## src/rtl/decoder_scan_sequencer_pkg.sv

```systemverilog
// Shared constants and state encoding for the decoder scan sequencer.
// Latency: n/a (declarations only).
// Backpressure: n/a.
package decoder_scan_sequencer_pkg;

  localparam int NUM_CH = 8;
  localparam int SEL_W  = 3;

  typedef enum logic {
    ST_IDLE = 1'b0,
    ST_SCAN = 1'b1
  } state_t;

endpackage

```

## src/rtl/decoder_scan_sequencer_next_enabled_channel.sv

```systemverilog
// Finds the next enabled channel strictly above cur, plus the lowest enabled channel.
// Latency: purely combinational.
// Backpressure: none.
module decoder_scan_sequencer_next_enabled_channel
  import decoder_scan_sequencer_pkg::*;
(
  input  logic [NUM_CH-1:0] mask,
  input  logic [SEL_W-1:0]  cur,
  output logic [SEL_W-1:0]  next_ch,
  output logic              found,
  output logic [SEL_W-1:0]  lowest_ch
);

  // Walk from the top channel down so the last hit is the lowest qualifying one.
  always_comb begin
    next_ch   = '0;
    found     = 1'b0;
    lowest_ch = '0;
    for (int i = NUM_CH - 1; i >= 0; i--) begin
      if (mask[i]) begin
        lowest_ch = SEL_W'(i);
        if (i > int'(cur)) begin
          next_ch = SEL_W'(i);
          found   = 1'b1;
        end
      end
    end
  end

endmodule

```

## src/rtl/decoder_scan_sequencer.sv

```systemverilog
// Steps a 3-bit decoder select through enabled channels, holding each for dwell+1 cycles.
// Latency: first valid sel one cycle after an accepted start; no gap cycles between channels.
// Backpressure: none; start is ignored while scanning, stop aborts at any time.
module decoder_scan_sequencer
  import decoder_scan_sequencer_pkg::*;
#(
  parameter int DWELL_W = 8
) (
  input  logic               clk,
  input  logic               rst,
  input  logic               start,
  input  logic               stop,
  input  logic               continuous,
  input  logic [NUM_CH-1:0]  ch_mask,
  input  logic [DWELL_W-1:0] dwell,
  output logic [SEL_W-1:0]   sel,
  output logic               sel_valid,
  output logic               busy,
  output logic               done,
  output logic               wrap
);

  state_t             state;
  logic [NUM_CH-1:0]  mask_q;
  logic               cont_q;
  logic [DWELL_W-1:0] dwell_q;
  logic [DWELL_W-1:0] cnt;

  logic [NUM_CH-1:0]  search_mask;
  logic [SEL_W-1:0]   next_ch;
  logic               next_found;
  logic [SEL_W-1:0]   lowest_ch;

  // In IDLE the search looks at the incoming mask to pick the first channel;
  // while scanning it only ever sees the latched mask.
  always_comb begin
    search_mask = (state == ST_IDLE) ? ch_mask : mask_q;
  end

  decoder_scan_sequencer_next_enabled_channel u_next (
    .mask      (search_mask),
    .cur       (sel),
    .next_ch   (next_ch),
    .found     (next_found),
    .lowest_ch (lowest_ch)
  );

  // Scan FSM with registered outputs; done/wrap default low so they pulse for one cycle.
  always_ff @(posedge clk) begin
    if (rst) begin
      state     <= ST_IDLE;
      mask_q    <= '0;
      cont_q    <= 1'b0;
      dwell_q   <= '0;
      cnt       <= '0;
      sel       <= '0;
      sel_valid <= 1'b0;
      busy      <= 1'b0;
      done      <= 1'b0;
      wrap      <= 1'b0;
    end else begin
      done <= 1'b0;
      wrap <= 1'b0;
      case (state)
        ST_IDLE: begin
          if (start && !stop && (ch_mask != '0)) begin
            mask_q    <= ch_mask;
            cont_q    <= continuous;
            dwell_q   <= dwell;
            cnt       <= dwell;
            sel       <= lowest_ch;
            sel_valid <= 1'b1;
            busy      <= 1'b1;
            state     <= ST_SCAN;
          end
        end
        ST_SCAN: begin
          if (stop) begin
            sel_valid <= 1'b0;
            busy      <= 1'b0;
            done      <= 1'b1;
            state     <= ST_IDLE;
          end else if (cnt != '0) begin
            cnt <= cnt - DWELL_W'(1);
          end else begin
            cnt <= dwell_q;
            if (next_found) begin
              sel <= next_ch;
            end else if (cont_q) begin
              sel  <= lowest_ch;
              wrap <= 1'b1;
            end else begin
              // sel keeps the last channel so downstream sees a stable value.
              sel_valid <= 1'b0;
              busy      <= 1'b0;
              done      <= 1'b1;
              state     <= ST_IDLE;
            end
          end
        end
        default: state <= ST_IDLE;
      endcase
    end
  end

endmodule

```

## config.mk

```make
export PLATFORM = sky130hd
export DESIGN_NAME = decoder_scan_sequencer
export DESIGN_NICKNAME = d
export VERILOG_FILES = /design/src/rtl/decoder_scan_sequencer_pkg.sv /design/src/rtl/decoder_scan_sequencer_next_enabled_channel.sv /design/src/rtl/decoder_scan_sequencer.sv
export SDC_FILE = /design/constraint.sdc
export NUM_CORES = 1
export LEC_CHECK = 0
export ABC_AREA = 0
export CORE_UTILIZATION = 55
export DETAILED_ROUTE_END_ITERATION = 8
export HOLD_SLACK_MARGIN = 0.1
export PLACE_DENSITY = 0.81
export SYNTH_ARGS = -nofsm -noshare
export SYNTH_HDL_FRONTEND = slang
export SYNTH_SLANG_ARGS = --single-unit
```

## constraint.sdc

```tcl
create_clock -name clk -period 5.3 [get_ports clk]
set_input_delay 1.59 -clock clk [delete_from_list [all_inputs] [get_ports clk]]
set_output_delay 1.59 -clock clk [all_outputs]
set_load 0.05 [all_outputs]
```

==> run_results.csv <==
group,metric,value,unit
clock_network,ctsHoldBuffers,0,
worst_setup_path,cpPeakStageDelay,0.56,ns
logic_synthesis,synth-seq-cells,32,
logic_synthesis,yosysSeqAreaShare,34.4,%
cells_and_area,nets,285,
logic_synthesis,ys_types,50,
worst_setup_path,worstPathArrival,4.12,ns
worst_setup_path,timing.rr.start,"state",
logic_synthesis,synth_edf_count,0,
pwr,power,0.546,mW
clock_network,post_cts_resize_count,0,
routing,vias,1814,
pwr,p_int,0.364,mW
routing,routedWlPerCell,14.5,um
timing,final_max_slew_viol_count,0,
clock_network,cts.sinks,32,
timing,finClkSkew,0.0144,ns
clock_network,clockBufferDepth,2,
pwr,sw_frac_of_total,33.3,%
logic_synthesis,synth_area_per_cell,7.61,um2
grt,antenna_found_initial,0,
cells_and_area,final_cells,307,
clock_network,path_clk_slew,0.11,ns
logic_synthesis,netlist.top_cell.by_area,"dfxtp_1",
timing,layout_min_cycle_time,3.87,ns
placement,placed_cells,299,
die,fp.dieH,60.2,um
cells_and_area,syn_to_final_growth,17.1,%
clock_network,clock_latency,0.33,ns
grt,grt_max_degree,34,
routing,routed_via_density,5.91,
logic_synthesis,synth_area,0.00186,mm2
grt,grt_usage,27.5,%
logic_synthesis,yosysWarnings,0,
grt,grt_pass1_wl,7380,um
outcome,status,"finished, final reports clean",
cells_and_area,final_area,0.00218,mm2
timing,max_freq,259,MHz
cells_and_area,fin_util,69.8,%
timing,grt_setup_unrepaired,"no",
clock_network,tritoncts,"done",
placement,place_area,0.00213,mm2
min_path,hp-class,"flop to flop",
timing,worstMarginPinSlew,1.12,ns
pwr,p_seq_share,49.0,%
worst_setup_path,endpoint_kind,"flop",
cells_and_area,diodes,0,
routing,ant_nets,0,
worst_setup_path,critPathKind,"primary input to flop",
min_path,hold_start,"dwell_q[1]",
placement,hpwl,3050,um
die,core,0.00313,mm2
worst_setup_path,startpoint_type,"primary input",
timing,setup_viol,0,
logic_synthesis,synth_top_area_share,34.4,%
timing,setup_tns,0,ns
clock_network,cts_buffers,5,
routing,route.detailed.drc,0,
pwr,irDropWorstVdd,160,uV
logic_synthesis,synth_flop_cell,"dfxtp_1",
worst_setup_path,critical_path.max_fanout,18,
worst_setup_path,crit_chain,"clkdlybuf4s50_1 -> or4_1 -> o21ai_1 -> or3_1 -> o41ai_4 -> or2_2 -> a21oi_1",
clock_network,cts_root_buf,"clkbuf_4",
worst_setup_path,cp_slowest_cell,"or3_1",
clock_network,ctsHtreeMaxLevel,2,
routing,drt_iter0_drc,138,
clock_network,post_cts.repair.setup_buffers,0,
timing,hold_viol,0,
grt,grt_overflow_total,0,
timing,slew_headroom,25.3,%
cells_and_area,drive_above_1_share,6.46,%
pwr,switchingPower,0.182,mW
die,initial_core_util,59.6,%
timing,period_share,73.0,%
logic_synthesis,syn_inst,245,
grt,grt_pass1_vias,1607,
worst_setup_path,startpoint,"ch_mask[4]",
run,cap_violations,0,
pwr,pwr-share-comb,25.5,%
die,die_area,0.00363,mm2
placement,place_congestion,0.850,
routing,drt-total-wl,4450,um
die,row_count,20,
die,die_w,60.2,um
logic_synthesis,synthArstFlopShare,0,%
logic_synthesis,synthTopCellsByArea,"dfxtp_1, nand2_1, a21oi_1",
logic_synthesis,syn_nets,268,
pwr,power_frac_clock,25.5,%
pwr,p_leak,0.785,nW
placement,portBuffers,27,
die,ios,28,
routing,first_pass_iters,4,
worst_setup_path,worst_ep_required_time,5.55,ns
pwr,power_density,250,mW/mm2
[logic make-up (layout without fill, tap and decap cells)]
logic type      after synthesis  count (layout)  share of synthesized area [%]
flops                        32              32                           34.4
xor+xnor                      4               4                           1.88
simple gates                 96              96                           24.1
fa+ha+maj                     2               2                           1.34
mux                          10              10                           5.50
buf+inv                      26              44                           5.64
compound gates               75              75                           27.2
[sequential cells by signal (all words and copies together) (netlist names)]
signal	flops
cnt	8
dwell_q	8
mask_q	8
sel	3
busy	1
cont_q	1
done	1
state	1
wrap	1
[critical path, delay by kind of cell]
family          cells  cell delay [ns]
buf+inv             1             0.47
compound gates      3             0.63
simple gates        3             1.43
[Yosys cell counts, types with 2 or more instances]
library cell   n
nor3_1         7
xnor2_1        3
a221oi_1       2
mux2i_1        8
nor2_1        16
dfxtp_1       32
nor4_1         5
nand2_1       47
o21ai_0        5
and2_1         2
o211ai_1       6
ha_1           2
nor2b_1        3
clkbuf_1      14
a21o_1         2
a21oi_1       35
a211oi_1       6
or3_1          5
inv_1          7
o221ai_1       3
or4_1          2
mux2_2         2
a311oi_1       2
buf_2          3
[through the flow]
| step | hold slack (ns) | setup slack, ns |
|---|---|---|
| floorplan | 0.436 | 1.96 |
| global placement | 0.444 | 1.13 |
| detailed placement | 0.455 | 1.09 |
| CTS | 0.470 | 1.44 |
| global route | 0.489 | 1.30 |
| finish | 0.466 | 1.43 |
[layer usage]
metal,up-vias,part of all wire (%),track usage [%]
met5,-,0,0
met4,0,0.99,7.97
met3,7,5.3,5.84
met2,66,47,42.5
met1,829,47,38.2
li1,912,-,-
[cell usage in the layout (no fill, tap or decap), types with 2 or more instances in the layout]
master	netlist	routed
a211oi_1	6	6
a21o_1	2	2
a21oi_1	35	35
a221oi_1	2	2
a311oi_1	2	2
and2_1	2	2
clkbuf_4	0	5
clkdlybuf4s50_1	0	27
clkinv_2	0	2
dfxtp_1	32	32
ha_1	2	2
inv_1	7	7
mux2_2	2	2
mux2i_1	8	8
nand2_1	47	47
nor2_1	16	16
nor2b_1	3	3
nor3_1	7	6
nor4_1	5	5
o211ai_1	6	6
o21ai_0	5	5
o221ai_1	3	3
or3_1	5	5
or4_1	2	2
xnor2_1	3	3
[cell type report]
type,count,area (um2)
tap,44,55.1
clock buffer,5,37.5
inverter,8,30.0
multi-input combinational,187,1120
clock inverter,3,18.8
sequential,32,641
fill,272,945
timing repair buffer,28,278
[power by group through the flow]
stage / Combinational [mW] / Clock, mW / Sequential [mW]
after floorplan: 0.0935 / 0 / 0.275
after global placement: 0.136 / 0 / 0.272
after detailed placement: 0.137 / 0 / 0.272
after CTS: 0.138 / 0.142 / 0.267
after global routing: 0.153 / 0.155 / 0.269
final: 0.139 / 0.139 / 0.267
[path summary, 6_finish.rpt]
path | end | slack [ns] | depth (start not counted)
worst max-delay path | sel[1] | 1.43 | 7
worst min-delay path | dwell_q[1] | 0.47 | 2
worst max register to register | sel[0] | 2.65 | 7
worst min register to register | dwell_q[1] | 0.47 | 2
(Power assumes the default switching activity.)
